**src/rtl/sync_fifo_lvl.sv**
```systemverilog
// ============================================================================
// Module   : sync_fifo_lvl
// Brief    : Single-clock FIFO with fill level, run-time almost-full/empty
//            thresholds, synchronous flush and optional registered read port.
//            Optional sticky overflow/underflow flags: SYNC_FIFO_LVL_ERR_EN.
// Revision : 1.0 - initial release
// ============================================================================
`default_nettype none

module sync_fifo_lvl #(
    parameter int DATA_WIDTH = 16,
    parameter int ADDR_WIDTH = 4,
    parameter int OUT_REG    = 0
) (
    input  logic                  clk_i,
    input  logic                  reset_i,
    input  logic                  flush_i,
    input  logic                  wr_en_i,
    input  logic [DATA_WIDTH-1:0] wdata_i,
    output logic                  wfull_o,
    input  logic                  rd_en_i,
    output logic [DATA_WIDTH-1:0] rdata_o,
    output logic                  rempty_o,
    input  logic [ADDR_WIDTH:0]   af_thr_i,
    input  logic [ADDR_WIDTH:0]   ae_thr_i,
    output logic [ADDR_WIDTH:0]   level_o,
    output logic                  afull_o,
    output logic                  aempty_o,
    output logic                  ovf_o,
    output logic                  udf_o,
    input  logic                  err_clr_i
);

    localparam int                c_NUM_ENTRIES = 2 ** ADDR_WIDTH;
    localparam logic [ADDR_WIDTH:0] c_DEPTH     = {1'b1, {ADDR_WIDTH{1'b0}}};

    logic [DATA_WIDTH-1:0] r_mem [c_NUM_ENTRIES];
    logic [ADDR_WIDTH:0]   r_wr_ptr;
    logic [ADDR_WIDTH:0]   r_rd_ptr;
    logic [ADDR_WIDTH:0]   w_level;
    logic                  w_full;
    logic                  w_empty;
    logic                  w_push;
    logic                  w_pop;

    // Extra wrap bit makes the modular difference span 0..DEPTH.
    assign w_level = r_wr_ptr - r_rd_ptr;
    assign w_full  = (w_level == c_DEPTH);
    assign w_push  = wr_en_i & ~w_full  & ~flush_i;
    assign w_pop   = rd_en_i & ~w_empty & ~flush_i;

    always_ff @(posedge clk_i) begin
        if (reset_i || flush_i) begin
            r_wr_ptr <= '0;
            r_rd_ptr <= '0;
        end else begin
            if (w_push) r_wr_ptr <= r_wr_ptr + (ADDR_WIDTH+1)'(1);
            if (w_pop)  r_rd_ptr <= r_rd_ptr + (ADDR_WIDTH+1)'(1);
        end
    end

    always_ff @(posedge clk_i) begin
        if (w_push) r_mem[r_wr_ptr[ADDR_WIDTH-1:0]] <= wdata_i;
    end

    generate
        if (OUT_REG != 0) begin : g_out_reg
            logic                  r_valid;
            logic [DATA_WIDTH-1:0] r_rdata;
            logic [ADDR_WIDTH-1:0] w_next_addr;

            assign w_next_addr = r_rd_ptr[ADDR_WIDTH-1:0] + ADDR_WIDTH'(1);

            // Head copy stays counted in level until popped. When the last
            // stored entry is popped, a concurrent push is forwarded directly.
            always_ff @(posedge clk_i) begin
                if (reset_i || flush_i) begin
                    r_valid <= 1'b0;
                end else if (w_pop) begin
                    if (w_level > (ADDR_WIDTH+1)'(1)) begin
                        r_rdata <= r_mem[w_next_addr];
                        r_valid <= 1'b1;
                    end else begin
                        r_rdata <= wdata_i;
                        r_valid <= w_push;
                    end
                end else if (!r_valid && (w_level != '0)) begin
                    r_rdata <= r_mem[r_rd_ptr[ADDR_WIDTH-1:0]];
                    r_valid <= 1'b1;
                end
            end

            assign w_empty = ~r_valid;
            assign rdata_o = r_rdata;
        end else begin : g_out_comb
            assign w_empty = (w_level == '0);
            assign rdata_o = r_mem[r_rd_ptr[ADDR_WIDTH-1:0]];
        end
    endgenerate

    assign level_o  = w_level;
    assign wfull_o  = w_full;
    assign rempty_o = w_empty;
    assign afull_o  = (w_level >= af_thr_i);
    assign aempty_o = (w_level <= ae_thr_i);

`ifdef SYNC_FIFO_LVL_ERR_EN
    logic r_ovf;
    logic r_udf;

    // A new error event takes priority over a clear in the same cycle.
    always_ff @(posedge clk_i) begin
        if (reset_i) begin
            r_ovf <= 1'b0;
            r_udf <= 1'b0;
        end else begin
            if (wr_en_i && w_full && !flush_i) r_ovf <= 1'b1;
            else if (err_clr_i)                r_ovf <= 1'b0;
            if (rd_en_i && w_empty && !flush_i) r_udf <= 1'b1;
            else if (err_clr_i)                 r_udf <= 1'b0;
        end
    end

    assign ovf_o = r_ovf;
    assign udf_o = r_udf;
`else
    logic w_unused_err_clr;

    assign w_unused_err_clr = err_clr_i;
    assign ovf_o = 1'b0;
    assign udf_o = 1'b0;
`endif

endmodule

`default_nettype wire
```
**config.mk**
```make
export PLATFORM = sky130hd
export DESIGN_NAME = sync_fifo_lvl
export DESIGN_NICKNAME = d
export VERILOG_FILES = /design/src/rtl/sync_fifo_lvl.sv
export SDC_FILE = /design/constraint.sdc
export NUM_CORES = 1
export LEC_CHECK = 0
export ABC_AREA = 1
export ABC_CLOCK_PERIOD_IN_PS = 9500
export CORE_MARGIN = 1.5
export CORE_UTILIZATION = 44
export CTS_CLUSTER_DIAMETER = 30
export DETAILED_ROUTE_END_ITERATION = 10
export GPL_ROUTABILITY_DRIVEN = 0
export PLACE_DENSITY = 0.59
export SLEW_MARGIN = 40
export SYNTH_ARGS = -nofsm -noshare
export SYNTH_HDL_FRONTEND = slang
export SYNTH_SLANG_ARGS = --single-unit
```
**constraint.sdc**
```tcl
create_clock -name clk_i -period 9.5 [get_ports clk_i]
set_clock_uncertainty 0.15 [all_clocks]
set_input_delay 1.9 -clock clk_i [delete_from_list [all_inputs] [get_ports clk_i]]
set_output_delay 1.9 -clock clk_i [all_outputs]
set_load 0.02 [all_outputs]
```
==> run summary <==
clock-pin slew on the worst setup and hold paths = 0.04 ns
status = complete, no violations
Worst-Skew Late Latency = 0.54 ns
Root Driver = clkbuf_16
Synth async-reset ratio = 0%
Top delay family on crit path = buffers and inverters
Max-Cap Viols = 0
Peak VDD IR = 0.000127 V
total track usage = 19.6%
Critical Path RT = 7.45 ns
Rel. slew slack = 44.3%
CP max-delay cell = clkdlybuf4s50_1
mapped cell area = 11400 sq um
Slew Limit Fails = 0
total core area = 25300 sq um
CTS sink count = 270
vias in the first global route = 6893
Nets = 993
Synth cell types = 34
Synth Area per Inst = 13.2 sq um
die area = 26900 sq um
Max Clock Freq = 168 MHz
# rows = 58
via count = 6965
Post-Syn Instances = 863
layout cells sized above 1 = 13.7%
Top FF cell, synth = edfxtp_1
Worst Path Max Fanout = 2
count leader, synth = edfxtp_1
Post-CTS Setup Bufs = 0
Tmin final = 5.95 ns
Final Non-Filler Cells = 1317
setup TNS = 0 ns
crit start category = primary input
# IOs = 59
placed cells = 1223
number of synthesized flops with an enable pin = 256
Die Y = 164 microns
cells along the critical path = clkdlybuf4s50_1 > inv_1 > ha_1 > inv_1 > nor2_1 > o21a_1 > o21ai_0 > o21ai_0 > a21oi_1 > clkdlybuf4s50_1
initial antenna violation count = 0
Initial DRT Pass Iterations = 5
hold_buf cts = 0
sequential area share after synthesis = 70.0%
Max stage delay on crit path = 0.62 ns
global-route wire length before repair = 39.1 mm
fin worst setup slack = 3.55 ns
WP buf/inv = 4
Vias/cell = 5.29
PortBufs = 55
CTS Buffer Depth = 3
RSZ-0062 raised after global routing = no
# setup viols final = 0
final wirelength = 25.4 mm
worst hold path class = reg2reg
final hold violation count = 0
Setup Crit Path Kind = in2out
hpwl dp = 13.7 mm
First DRT Iteration DRCs = 503
worst slew pin tran = 0.836 ns
Synth area leader = edfxtp_1
Die Wd = 164 microns
CTS tree = done
Ant. Diodes = 0
largest net degree at the start of global routing = 75
fin crit share = 62.7%
post-route ant nets = 0
synthesized flop and latch total = 270
Pleak = 4.84 nW
Max H-tree Level = 2
pwr dens = 233 nW/um^2
post-cts sizing count = 0
synth top area cells = edfxtp_1 (68%), mux2i_1 (5.6%), o211ai_1 (4.2%), o21ai_0 (3.6%), inv_1 (3.3%)
synth warn = 0
grt total ovfl = 0
Yosys top cell area share = 67.5%
final design utilization = 55.0%
crit path capture type = output pin
Post-synth top cells = edfxtp_1 (256), inv_1 (99), o21ai_0 (83), a21oi_1 (69)
initial core utilization = 45.0%
Residual DRC = 0
routed len/inst = 19.3 microns
crit path DAT = 3.90 ns
pre-CTS setup slack = 3.54 ns
Synth-to-Final Area Change = 22.4%
CTS Buf Count = 51
-- flip-flops by register name, indices dropped and copies added, names as in the netlist, named ones only --
name      flops
r_wr_ptr      5
r_mem       256
r_rd_ptr      5
-- worst register-to-register path, stage by stage (launching register included) --
cell and delay (ns):
dfxtp_1 0.37, inv_1 0.14, ha_1 0.25, fa_1 0.44, nand3b_1 0.24, nand3_1 0.13, nand2_2 0.10, nand3_4 0.13
nand2_4 0.08, nor2_4 0.13, nand2_2 0.12, nor2_2 0.64, buf_4 0.35
-- final timing paths --
check               from           to  slack, ns  cells past startpoint
max          ae_thr_i[1]     aempty_o       3.55                     10
min          r_rd_ptr[4]  r_rd_ptr[4]       0.40                      3
max reg2reg  r_wr_ptr[0]  r_mem[6][6]       5.93                     12
min reg2reg  r_rd_ptr[4]  r_rd_ptr[4]       0.40                      3
-- kinds of logic (layout without fill, tap and decap cells) --
kind of cell / Yosys count / count (layout) / share of synthesized area, %
flip-flops: 270 / 270 / 70.0
AO/OA/AOI/OAI: 221 / 221 / 11.1
buffers and inverters: 149 / 272 / 5.50
AND/OR/NAND/NOR: 142 / 142 / 5.88
multiplexers: 64 / 64 / 5.63
adder cells (fa/ha/maj): 15 / 15 / 1.71
other: 1 / 2 / 0.0329
XOR/XNOR: 1 / 1 / 0.143
-- final cells by class --
type / count / area [sq um]
inverter: 103 / 388
multi-input combinational: 445 / 2840
tap: 330 / 413
sequential: 270 / 7980
timing repair buffer: 75 / 708
fill: 2097 / 11400
clock buffer: 59 / 1310
clock inverter: 35 / 315
-- where the power goes --
part,switching [mW],leakage [nW],internal (mW),total (mW)
clock network,0.566,0.783,1.09,1.65
logic,0.157,1.63,0.107,0.264
registers,0.0115,2.42,1.32,1.33
total,0.735,4.84,2.51,3.24
-- per-stage QoR --
step	cell area, sq um	hold WS (ns)	power, mW
4_1_cts	13900	0.407	3.27
5_1_grt	13900	0.446	3.36
2_1_floorplan	11400	0.357	1.52
6_report	13900	0.403	3.24
3_3_place_gp	12300	0.389	1.61
3_5_place_dp	12300	0.394	1.61
-- per-layer routing --
layer  up-vias  part of all wire (%)  routed length (microns)  GRT usage, %
li1       3339                     -                        -             -
met1      3405                    45                    11300          26.0
met2       176                    49                    12400          32.4
met3        45                   4.6                     1160          3.59
met4         0                   2.1                      522          6.65
met5         -                     0                        0             0
-- placed cells by master, fill, tap and decap left out, types with 2 or more instances in the layout --
cell type | synthesis | routed
a21oi_1 | 69 | 69
buf_4 | 6 | 18
buf_6 | 4 | 2
bufinv_16 | 0 | 4
clkbuf_1 | 22 | 8
clkbuf_16 | 0 | 51
clkdlybuf4s50_1 | 0 | 55
clkinv_1 | 1 | 11
clkinv_2 | 0 | 12
clkinv_8 | 0 | 2
clkinvlp_4 | 0 | 5
conb_1 | 1 | 2
dfxtp_1 | 14 | 10
dfxtp_2 | 0 | 3
edfxtp_1 | 256 | 256
ha_1 | 14 | 14
inv_1 | 99 | 97
inv_2 | 3 | 5
mux2i_1 | 64 | 64
nand2_1 | 54 | 54
nand2_2 | 6 | 6
nand3_1 | 27 | 27
nand3_4 | 2 | 2
nand4_1 | 5 | 5
nor2_1 | 36 | 21
nor2_2 | 1 | 16
nor2_4 | 2 | 2
nor3_1 | 2 | 2
nor4_1 | 3 | 3
o211ai_1 | 64 | 64
o21ai_0 | 83 | 83
o21ai_1 | 4 | 4
No activity file was read; power rests on OpenSTA's default activity.
